### src/rtl/i2c_pkg.sv
// Shared types and constants for the I2C slave receive path.
package i2c_pkg;

    localparam int unsigned I2C_BYTE_W = 8;
    localparam int unsigned I2C_ADDR_W = 7;
    localparam int unsigned I2C_CNT_W  = 3;

    localparam logic RW_WRITE = 1'b0;
    localparam logic RW_READ  = 1'b1;

    typedef enum logic [1:0] {
        ST_IDLE = 2'd0,
        ST_ADDR = 2'd1,
        ST_DATA = 2'd2,
        ST_SKIP = 2'd3
    } i2c_state_e;

    // One receive FIFO entry: first-data-byte flag plus the byte itself
    typedef struct packed {
        logic                  first;
        logic [I2C_BYTE_W-1:0] data;
    } rx_entry_t;

endpackage

### src/rtl/i2c_rx_fifo.sv
// First-word-fall-through synchronous FIFO; a push into a full FIFO is
// accepted only when a pop happens in the same cycle.
module i2c_rx_fifo #(
    parameter int unsigned DEPTH = 4,
    parameter int unsigned WIDTH = 9
) (
    input  logic                       clk,
    input  logic                       rst,
    input  logic                       i_push,
    input  logic [WIDTH-1:0]           i_push_data,
    input  logic                       i_pop,
    output logic [WIDTH-1:0]           o_head,
    output logic                       o_full,
    output logic                       o_empty,
    output logic [$clog2(DEPTH):0]     o_level
);

    localparam int unsigned AW = $clog2(DEPTH);
    localparam int unsigned LW = AW + 1;

    logic [WIDTH-1:0] r_mem [DEPTH];
    logic [AW-1:0]    r_wr_ptr;
    logic [AW-1:0]    r_rd_ptr;
    logic [LW-1:0]    r_level;

    logic w_full;
    logic w_empty;
    logic w_do_pop;
    logic w_do_push;

    assign w_full    = (r_level == LW'(DEPTH));
    assign w_empty   = (r_level == LW'(0));
    assign w_do_pop  = i_pop && !w_empty;
    assign w_do_push = i_push && (!w_full || w_do_pop);

    // Pointers and occupancy; pointers wrap naturally since DEPTH is a power of 2
    always_ff @(posedge clk) begin
        if (rst) begin
            r_wr_ptr <= '0;
            r_rd_ptr <= '0;
            r_level  <= '0;
        end else begin
            if (w_do_push) r_wr_ptr <= r_wr_ptr + AW'(1);
            if (w_do_pop)  r_rd_ptr <= r_rd_ptr + AW'(1);
            unique case ({w_do_push, w_do_pop})
                2'b10:   r_level <= r_level + LW'(1);
                2'b01:   r_level <= r_level - LW'(1);
                default: r_level <= r_level;
            endcase
        end
    end

    // Storage carries no reset; the head is masked while empty
    always_ff @(posedge clk) begin
        if (w_do_push) r_mem[r_wr_ptr] <= i_push_data;
    end

    assign o_head  = w_empty ? '0 : r_mem[r_rd_ptr];
    assign o_full  = w_full;
    assign o_empty = w_empty;
    assign o_level = r_level;

endmodule

### src/rtl/i2c_rx_assembler.sv
// I2C slave receive stage: assembles reader bit strobes into bytes, matches
// the address byte and buffers write-data bytes in a FWFT FIFO.
module i2c_rx_assembler
    import i2c_pkg::*;
#(
    parameter int unsigned           FIFO_DEPTH = 4,
    parameter logic [I2C_ADDR_W-1:0] OWN_ADDR   = 7'h50
) (
    input  logic                          clk,
    input  logic                          rst,
    input  logic                          rd_ld,
    input  logic                          rd_bit,
    input  logic                          get_start,
    input  logic                          get_stop,
    input  logic                          bus_err,
    output logic [I2C_BYTE_W-1:0]         rx_data,
    output logic                          rx_first,
    output logic                          rx_valid,
    input  logic                          rx_ready,
    output logic                          addr_match,
    output logic                          rw_bit,
    output logic                          frame_active,
    output logic                          overflow,
    output logic                          frame_err,
    output logic [$clog2(FIFO_DEPTH):0]   fifo_level
);

    localparam int unsigned SH_W = I2C_BYTE_W - 1;

    i2c_state_e           r_state;
    i2c_state_e           w_state_nxt;
    logic [SH_W-1:0]      r_sh;
    logic [SH_W-1:0]      w_sh_nxt;
    logic [I2C_CNT_W-1:0] r_bit_cnt;
    logic [I2C_CNT_W-1:0] w_bit_cnt_nxt;
    logic                 r_first;
    logic                 w_first_nxt;
    logic                 r_rw_bit;
    logic                 w_rw_bit_nxt;
    logic                 r_addr_match;
    logic                 w_addr_match_nxt;
    logic                 r_frame_err;
    logic                 w_frame_err_nxt;
    logic                 r_overflow;
    logic                 r_frame_active;

    logic [I2C_BYTE_W-1:0] w_byte;
    logic                  w_in_frame;
    logic                  w_mid_byte;
    logic                  w_push;
    logic                  w_pop;
    logic                  w_full;
    logic                  w_empty;
    logic                  w_drop;
    rx_entry_t             w_push_entry;
    rx_entry_t             w_head;

    assign w_byte     = {r_sh, rd_bit};
    assign w_in_frame = (r_state == ST_ADDR) || (r_state == ST_DATA);
    assign w_mid_byte = w_in_frame && (r_bit_cnt != I2C_CNT_W'(0));

    always_ff @(posedge clk) begin
        if (rst) begin
            r_state        <= ST_IDLE;
            r_sh           <= '0;
            r_bit_cnt      <= '0;
            r_first        <= 1'b0;
            r_rw_bit       <= 1'b0;
            r_addr_match   <= 1'b0;
            r_frame_err    <= 1'b0;
            r_overflow     <= 1'b0;
            r_frame_active <= 1'b0;
        end else begin
            r_state        <= w_state_nxt;
            r_sh           <= w_sh_nxt;
            r_bit_cnt      <= w_bit_cnt_nxt;
            r_first        <= w_first_nxt;
            r_rw_bit       <= w_rw_bit_nxt;
            r_addr_match   <= w_addr_match_nxt;
            r_frame_err    <= w_frame_err_nxt;
            r_overflow     <= w_drop;
            r_frame_active <= (w_state_nxt == ST_ADDR) || (w_state_nxt == ST_DATA);
        end
    end

    // Bus events take priority over bit strobes: bus_err > STOP > START > rd_ld
    always_comb begin
        w_state_nxt      = r_state;
        w_sh_nxt         = r_sh;
        w_bit_cnt_nxt    = r_bit_cnt;
        w_first_nxt      = r_first;
        w_rw_bit_nxt     = r_rw_bit;
        w_addr_match_nxt = 1'b0;
        w_frame_err_nxt  = 1'b0;
        w_push           = 1'b0;

        if (bus_err) begin
            w_state_nxt     = ST_IDLE;
            w_sh_nxt        = '0;
            w_bit_cnt_nxt   = '0;
            w_frame_err_nxt = 1'b1;
        end else if (get_stop) begin
            w_state_nxt     = ST_IDLE;
            w_sh_nxt        = '0;
            w_bit_cnt_nxt   = '0;
            w_frame_err_nxt = w_mid_byte;
        end else if (get_start) begin
            w_state_nxt     = ST_ADDR;
            w_sh_nxt        = '0;
            w_bit_cnt_nxt   = '0;
            w_frame_err_nxt = w_mid_byte;
        end else if (rd_ld && w_in_frame) begin
            w_sh_nxt      = w_byte[SH_W-1:0];
            w_bit_cnt_nxt = r_bit_cnt + I2C_CNT_W'(1);
            if (r_bit_cnt == I2C_CNT_W'(I2C_BYTE_W - 1)) begin
                if (r_state == ST_ADDR) begin
                    if (w_byte[I2C_BYTE_W-1:1] == OWN_ADDR) begin
                        w_addr_match_nxt = 1'b1;
                        w_rw_bit_nxt     = w_byte[0];
                        w_first_nxt      = 1'b1;
                        w_state_nxt      = (w_byte[0] == RW_READ) ? ST_SKIP : ST_DATA;
                    end else begin
                        w_state_nxt = ST_SKIP;
                    end
                end else begin
                    w_push      = 1'b1;
                    w_first_nxt = 1'b0;
                end
            end
        end
    end

    assign w_push_entry = '{first: r_first, data: w_byte};
    assign w_pop        = !w_empty && rx_ready;
    assign w_drop       = w_push && w_full && !w_pop;

    i2c_rx_fifo #(
        .DEPTH (FIFO_DEPTH),
        .WIDTH ($bits(rx_entry_t))
    ) u_fifo (
        .clk         (clk),
        .rst         (rst),
        .i_push      (w_push),
        .i_push_data (w_push_entry),
        .i_pop       (w_pop),
        .o_head      (w_head),
        .o_full      (w_full),
        .o_empty     (w_empty),
        .o_level     (fifo_level)
    );

    assign rx_data      = w_head.data;
    assign rx_first     = w_head.first;
    assign rx_valid     = !w_empty;
    assign addr_match   = r_addr_match;
    assign rw_bit       = r_rw_bit;
    assign frame_active = r_frame_active;
    assign overflow     = r_overflow;
    assign frame_err    = r_frame_err;

endmodule

### config.mk
export PLATFORM = sky130hd
export DESIGN_NAME = i2c_rx_assembler
export DESIGN_NICKNAME = d
export VERILOG_FILES = /design/src/rtl/i2c_pkg.sv /design/src/rtl/i2c_rx_fifo.sv /design/src/rtl/i2c_rx_assembler.sv
export SDC_FILE = /design/constraint.sdc
export NUM_CORES = 1
export LEC_CHECK = 0
export ABC_AREA = 1
export CAP_MARGIN = 20
export CORE_MARGIN = 2
export CORE_UTILIZATION = 40
export CTS_BUF_LIST = sky130_fd_sc_hd__clkbuf_4 sky130_fd_sc_hd__clkbuf_8
export CTS_CLUSTER_DIAMETER = 120
export DETAILED_ROUTE_END_ITERATION = 7
export PLACE_DENSITY_LB_ADDON = 0.25
export SYNTH_ARGS = -nofsm -noshare
export SYNTH_HDL_FRONTEND = slang
export SYNTH_HIERARCHICAL = 1
export SYNTH_SLANG_ARGS = --single-unit
### constraint.sdc
create_clock -name clk -period 4.2 [get_ports clk]
set_clock_uncertainty 0.1 [all_clocks]
set_input_delay 0.84 -clock clk [delete_from_list [all_inputs] [get_ports clk]]
set_output_delay 0.84 -clock clk [all_outputs]
set_load 0.05 [all_outputs]
* After elaboration in Yosys (flattened, before gate mapping)
Memories as Yosys holds them, arrays and structs flattened. A register that Yosys moved wholly into a read port is not among the register bits. Index checks and enable logic that the tools add are counted.
Word-level totals: output and inout bits 18, memory bits (read-only) 0, input port bits 8, register bits 25, bits in latches 0, memories 1, RAM bits 36
Memories:
- u_fifo.r_mem | depth 4, width 9, rd ports 1, clocked after memory_dff 1, wr ports 1, RTL line i2c_rx_fifo.sv:21 | logic [WIDTH-1:0] r_mem [DEPTH];
Operators by class: add/subtract/negate cells 5, $mul 0, shift operators 0, multiplexer cells 26, reduce and logical (&&, ||, !) cells 20, bitwise logic cells 6, equality and inequality tests 10, div/mod/pow operators 0, order comparisons 0
Operators by type and width (number):
- 1-bit two-way mux | 16
- 2-bit two-way mux | 8
- 9-bit two-way mux | 1
- 7-bit equality test (second input constant) | 1
- 1-bit logical AND | 7
- 7-bit AND reduction | 1
- 7-bit OR reduction | 1
- 3-bit by 1-bit adder with 3-bit output (second input constant) | 2
- 2-bit by 1-bit equality test with 1-bit output (second input constant) | 3
- 2-bit equality test (second input constant) | 3
- 3-bit equality test (second input constant) | 2
- 1-bit NOT | 6
- 3-bit case mux with 2 select lines | 1
- 6-bit AND reduction | 1
- 2-bit by 1-bit adder with 2-bit output (second input constant) | 2
- 4-bit OR reduction | 1
- 1-bit logical NOT | 3
- 3-bit logical NOT | 1
- 1-bit logical OR | 3
- 3-bit nonzero test | 1
- 3-bit by 1-bit subtractor with 3-bit output (second input constant) | 1
- 2-bit by 1-bit inequality test with 1-bit output (second input constant) | 1
- 2-bit nonzero test | 1

* Longest topological paths before layout
Gate-level depths: netlist of run 1.
word-level depth 10, gate-level depth with buffers 18

* By module
Netlist of run 1, hierarchy kept.
Modules (own cells, without submodules):
- i2c_rx_fifo | seq. area each 1261.2 µm², cells each 179, instances 1, area an instance 1931.9 µm²
- i2c_rx_assembler | seq. area each 360.3 µm², cells each 111, instances 1, area an instance 813.3 µm²

* Worst setup path after synthesis of run 1
Ideal clock, no wire load.
kind reg2out, from register u_fifo.r_level[2], in the netlist u_fifo/o_level[2], to output rx_data[0], arrival time 1793 ps, path slack 1467 ps, cell stages (with the launch flop) 5, required time 3260 ps, path through dfxtp_1 inv_1 nand2_2 inv_2 a21oi_1
Between the ends: cells in the longest elaborated chain, start to end 2
RTL lines:
- from (decl) | RTL line i2c_rx_fifo.sv:24 | logic [LW-1:0] r_level;
- from (signal assigned) | RTL line i2c_rx_fifo.sv:46 | 2'b10: r_level <= r_level + LW'(1);
- from (signal assigned) | RTL line i2c_rx_fifo.sv:47 | 2'b01: r_level <= r_level - LW'(1);
- from (signal assigned) | RTL line i2c_rx_fifo.sv:48 | default: r_level <= r_level;
- 3-bit logical NOT | RTL line i2c_rx_fifo.sv:32 | assign w_empty = (r_level == LW'(0));
- via w_empty | RTL line i2c_rx_assembler.sv:53 | logic w_empty;
- 9-bit two-way mux | RTL line i2c_rx_fifo.sv:58 | assign o_head = w_empty ? '0 : r_mem[r_rd_ptr];
- to (decl) | RTL line i2c_rx_assembler.sv:16 | output logic [I2C_BYTE_W-1:0] rx_data,
The timed path passes the listed nets, and every way through them passes these cells.

==> reports/results.tsv, run 1 <==
metric	value	unit
yosysWarnings	6	
startpoint_type	flip-flop	
clockBufferDepth	2	
ant_nets	0	
power_per_cell_area	352	nW/µm²
synth_top_cell_by_area	edfxtp_1	
hold_start	rw_bit	
drive_gt1_share	9.85	%
syn_nets	309	
ioPinCount	26	
rows	30	
grt_pass1_wl	8890	µm
final_cells	405	
status	finished clean	
max_slew.worst_pin.slew	0.772	ns
via_per_inst	4.85	
dp.cells	389	
wl	5380	µm
start_util	40.9	%
synth_seq_cells	63	
drc	0	
r2r-end	u_fifo/o_level[2]	
dieWidth	86.8	µm
synth_cell_types	23	
reg2reg_setup_slack	1.35	ns
setup_viol	0	
cts_buffers	9	
setup_tns	0	ns
critPathMaxStageDelay	0.76	ns
hold_viol_final	0	
post-place-ws	0.749	ns
netlist_area	2750	µm²
fillCellCount	625	
cap_viol_max_count	0	
cp_slowest_cell	dfxtp_1	
gr-usage-all-layers	16.0	%
vdd_drop_max	0.136	mV
grt_max_degree	20	
power	1.13	mW
vias	1963	
antenna_found_initial	0	
postCtsSetupRepairBufs	0	
period_minus_slack	3.43	ns
required	3.26	ns
die_area	7540	µm²
clkSinkCount	63	
rr_startpoint	r_state[0]	
cts_root_buffer	clkbuf_8	
drt_iter0_drc	74	
wl_per_cell	13.3	µm
syn2layout_area_growth	16.9	%
slew_headroom	48.4	%
io_buffers	25	
cts.repair.resized	0	
antenna_cells	0	
gp_congestion	0.792	
path_max_fanout	19	
worstPathCellList	inv_2, o21ai_0, a21oi_1, clkdlybuf4s50_1	
ff2ff_path_depth	18	
hp-class	flip-flop to flip-flop	
hold_end	rw_bit	
rsz0062_at_grt	false	
first_global_vias	1886	
p_leak	1.20	nW
synth_area_leaders	edfxtp_1, dfxtp_1, nor2_1, nand2_1, a21oi_1	
max_freq	292	MHz
die_y	86.8	µm
synth.avg_cell_area	9.47	µm²
clk_pin_slew_worst_paths	0.06	ns
slew_violations	0	
fin_ws	0.770	ns
hold_depth	2	
drtPass1Iterations	4	
htreeDepth	3	
synthCells	290	
finalCritPeriodShare	81.7	%
coreArea	6720	µm²
cts_tree	built	
synth_top_cell_area_share	39.4	%
grt-ovfl-total	0	
yosysSeqAreaShare	59.1	%
nets	339	
arrival	2.49	ns
worst_skew_pair.late_latency	0.33	ns
path_class	flip-flop to output port	
postCtsHoldBufs	0	
hpwl	3730	µm
end_kind	output port	
## synth_stat cells
library cell  number
nand3_4            1
edfxtp_1          36
buf_6              3
o21ai_0           10
nand2_1           46
fa_1               1
nor2_1            54
dfxtp_1           27
nand3_1            8
buf_2              1
nand3_2            1
clkbuf_1           1
nor2_2             5
buf_12             1
nor3_1             4
o21ai_1           11
ha_1              10
inv_2              4
a21oi_1           29
nor2_4             1
inv_1             31
clkinv_1           1
nand2_2            4
## layer usage
layer	track usage, %	wire length, µm
met4	6.53	86
met5	0	0
met3	6.29	199
met1	20.5	2590
met2	24.0	2510
## critical path, delay by kind of cell, from the launching register on
kind | cells | cell delay, ns
DFF | 1 | 0.76
AOI/OAI and AO/OA | 2 | 0.41
buffers and inverters | 2 | 0.99
## cells by family (layout without fill, tap and decap cells)
group                    Yosys count  after routing  synth area share (%)
buffers and inverters             42             77                  7.20
adder cells (fa/ha/maj)           11             11                  5.29
flip-flops                        63             63                  59.1
AO/OA/AOI/OAI                     50             50                  9.12
AND/OR/NAND/NOR                  124            124                  19.3
## layout by cell type, fill, tap and decap left out, types with 2 or more instances in the layout
cell type        netlist  final
o21ai_0               10     10
inv_2                  4      4
clkbuf_8               0     10
nand2_1               46     46
clkdlybuf4s50_1        0     25
ha_1                  10     10
edfxtp_1              36     36
nor2_2                 5      5
dfxtp_1               27     27
clkbuf_4               0      2
nor3_1                 4      4
a21oi_1               29     29
inv_1                 31     31
nor2_1                54     54
nand2_2                4      4
o21ai_1               11     11
clkinv_2               0      3
nand3_1                8      8
## layout make-up
cell class                 instances  area [µm²]  area share (%)
sequential                        63        1620            50.5
multi-input combinational        185         926            28.9
timing repair buffer              25         250            7.80
clock buffer                      12         153            4.76
inverter                          36         135            4.21
tap                               80         100            3.12
clock inverter                     4        22.5           0.702
## through the flow
stage | utilization (%) | hold slack (ns) | cell area (µm²)
finish | 47.7 | 0.355 | 3210
global route | 47.7 | 0.392 | 3210
floorplan | - | 0.358 | 2750
global placement | 45.1 | 0.339 | 3030
detailed placement | 45.1 | 0.345 | 3030
CTS | 47.7 | 0.359 | 3210
## report_power, final
| group | internal (mW) | switching [mW] |
|---|---|---|
| combinational | 0.0100 | 0.0142 |
| clock | 0.240 | 0.216 |
| sequential | 0.647 | 0.000499 |
## registers in the layout, summed over array words and instances, names as in the netlist, named ones only
| register | count |
|---|---|
| r_state | 2 |
| r_first | 1 |
| u_fifo/o_level | 3 |
| u_fifo/r_wr_ptr | 2 |
| u_fifo/r_rd_ptr | 2 |
| frame_err | 1 |
| addr_match | 1 |
| u_fifo/r_mem | 36 |
| r_sh | 7 |
| r_bit_cnt | 3 |
| frame_active | 1 |
| overflow | 1 |
| rw_bit | 1 |
## how the worst max path moves through the flow
stage,slack [ns],cells after the start,end,startpoint
2_1_floorplan,1.47,4,rx_data[0],u_fifo/o_level[2]
3_3_place_gp,0.85,9,u_fifo/r_mem[1][6],rd_ld
3_5_place_dp,0.75,9,u_fifo/r_mem[1][6],rd_ld
4_1_cts,0.68,4,rx_data[4],flip-flop
5_1_grt,0.56,4,rx_data[4],flip-flop
6_report,0.77,4,rx_data[4],flip-flop
Power figures use the tool's default switching activity.
==> run 2: changes to the inputs <==
==> constraint.sdc (replaced) <==
create_clock -name clk -period 3.1 [get_ports clk]
set_clock_uncertainty 0.1 [all_clocks]
set_input_delay 0.62 -clock clk [delete_from_list [all_inputs] [get_ports clk]]
set_output_delay 0.62 -clock clk [all_outputs]
set_load 0.05 [all_outputs]
==> reports/results.tsv, run 2 (same netlist as run 1, synthesis figures left out) <==
metric	value	unit
slew_violations	0	
hold_viol_final	0	
rows	30	
required	2.38	ns
final_area	3310	µm²
arrival	2.19	ns
syn2layout_area_growth	20.7	%
antenna_cells	0	
regMostFlops	u_fifo/r_mem	
max_freq	343	MHz
clkSinkCount	63	
drc	0	
final_cells	414	
cts_tree	built	
path_class	flip-flop to output port	
grt_pass1_wl	8730	µm
dpl_cell_area	3100	µm²
drtPass1Iterations	4	
period_minus_slack	2.91	ns
final_cell_mix	nor2_1, nand2_1, edfxtp_1	
dieWidth	86.8	µm
slew_headroom	66.1	%
drive_gt1_share	11.7	%
die_y	86.8	µm
cts_buffers	9	
largest_register_ffs	36	
vias	1963	
die_area	7540	µm²
hold_ws	0.357	ns
vdd_drop_max	0.257	mV
startpoint_type	flip-flop	
ioPinCount	26	
antenna_found_initial	0	
worst_skew_pair.late_latency	0.33	ns
setup_viol	0	
critPathMaxStageDelay	0.82	ns
hpwl	3590	µm
grt_max_degree	20	
wl_per_cell	12.5	µm
via_per_inst	4.74	
cap_viol_max_count	0	
gp_congestion	0.757	
reg_top3	u_fifo/r_mem: 36 flops, r_sh: 7 flops	
mostFrequentLayoutCell	nor2_1	
rsz0062_at_grt	false	
p_leak	1.27	nW
dp.cells	398	
worstPathCellList	buf_4, inv_2, o21ai_0, a21oi_1, clkdlybuf4s50_1	
io_buffers	25	
ant_nets	0	
drt_iter0_drc	65	
cts_root_buffer	clkbuf_8	
postCtsHoldBufs	0	
setup_tns	0	ns
cp_slowest_cell	clkdlybuf4s50_1	
clk_pin_slew_worst_paths	0.06	ns
wl	5160	µm
grt-ovfl-total	0	
power	1.66	mW
start_util	40.9	%
path_max_fanout	19	
finalCritPeriodShare	94.0	%
hp-class	flip-flop to flip-flop	
clockBufferDepth	2	
first_global_vias	1857	
htreeDepth	3	
power_per_cell_area	501	nW/µm²
status	finished clean	
nets	348	
end_kind	output port	
coreArea	6720	µm²
gr-usage-all-layers	15.4	%
max_slew.worst_pin.slew	0.508	ns
## run 2: changes by cell type in the layout (fill, tap and decap cells not counted), sizes merged
cell	previous run	this run
clkdlybuf4s50	25	24
buf	0	9
bufinv	0	2
dlymetal6s2s	0	1
clkbuf	12	9
clkinvlp	1	2
## run 2: path summary, 6_finish.rpt
check                                          to  slack, ns         startpoint  depth (start not counted)
worst max register to register  u_fifo/o_level[2]       0.55  u_fifo/o_level[1]                         16
worst max-delay path                     rx_first       0.19          flip-flop                          5
worst min register to register             rw_bit       0.36             rw_bit                          2
worst min-delay path                       rw_bit       0.36             rw_bit                          2
## run 2: metal layers
| layer | part of all wire [%] | track usage, % | vias to the layer above |
|---|---|---|---|
| met4 | 1.3 | 6.82 | 0 |
| met2 | 48 | 24.5 | 38 |
| li1 | - | - | 1024 |
| met5 | 0 | 0 | - |
| met3 | 4.0 | 4.38 | 8 |
| met1 | 47 | 19.6 | 893 |
## run 2: report_power, final
part | switching, mW | internal [mW]
Sequential | 0.000697 | 0.876
Combinational | 0.0195 | 0.0142
Clock | 0.306 | 0.445
Total | 0.327 | 1.34
## run 2: cell type report
class,count,area (µm²)
flip-flops and latches,63,1620
clock buffers,9,124
inverters,36,135
multi-input cells,185,926
repair buffers,34,320
fillers,620,3400
clock inverters,7,87.6
well taps,80,100
## run 2: critical path, delay by kind of cell (launching register included)
kind | cells | cell delay (ns)
buf+inv | 3 | 1.26
flops | 1 | 0.30
compound gates | 2 | 0.31
## run 2: metrics by stage
step                setup WS (ns)  util [%]
CTS                         0.103      49.3
floorplan                   0.587         -
finish                      0.186      49.3
detailed placement          0.236      46.1
global placement            0.311      46.1
global route               0.0291      49.3
## run 2: repair_timing
action                                  4_1_cts  5_1_grt
resized for setup                             0        1
buffers inserted                              0        0
endpoints found under the setup margin        0        1
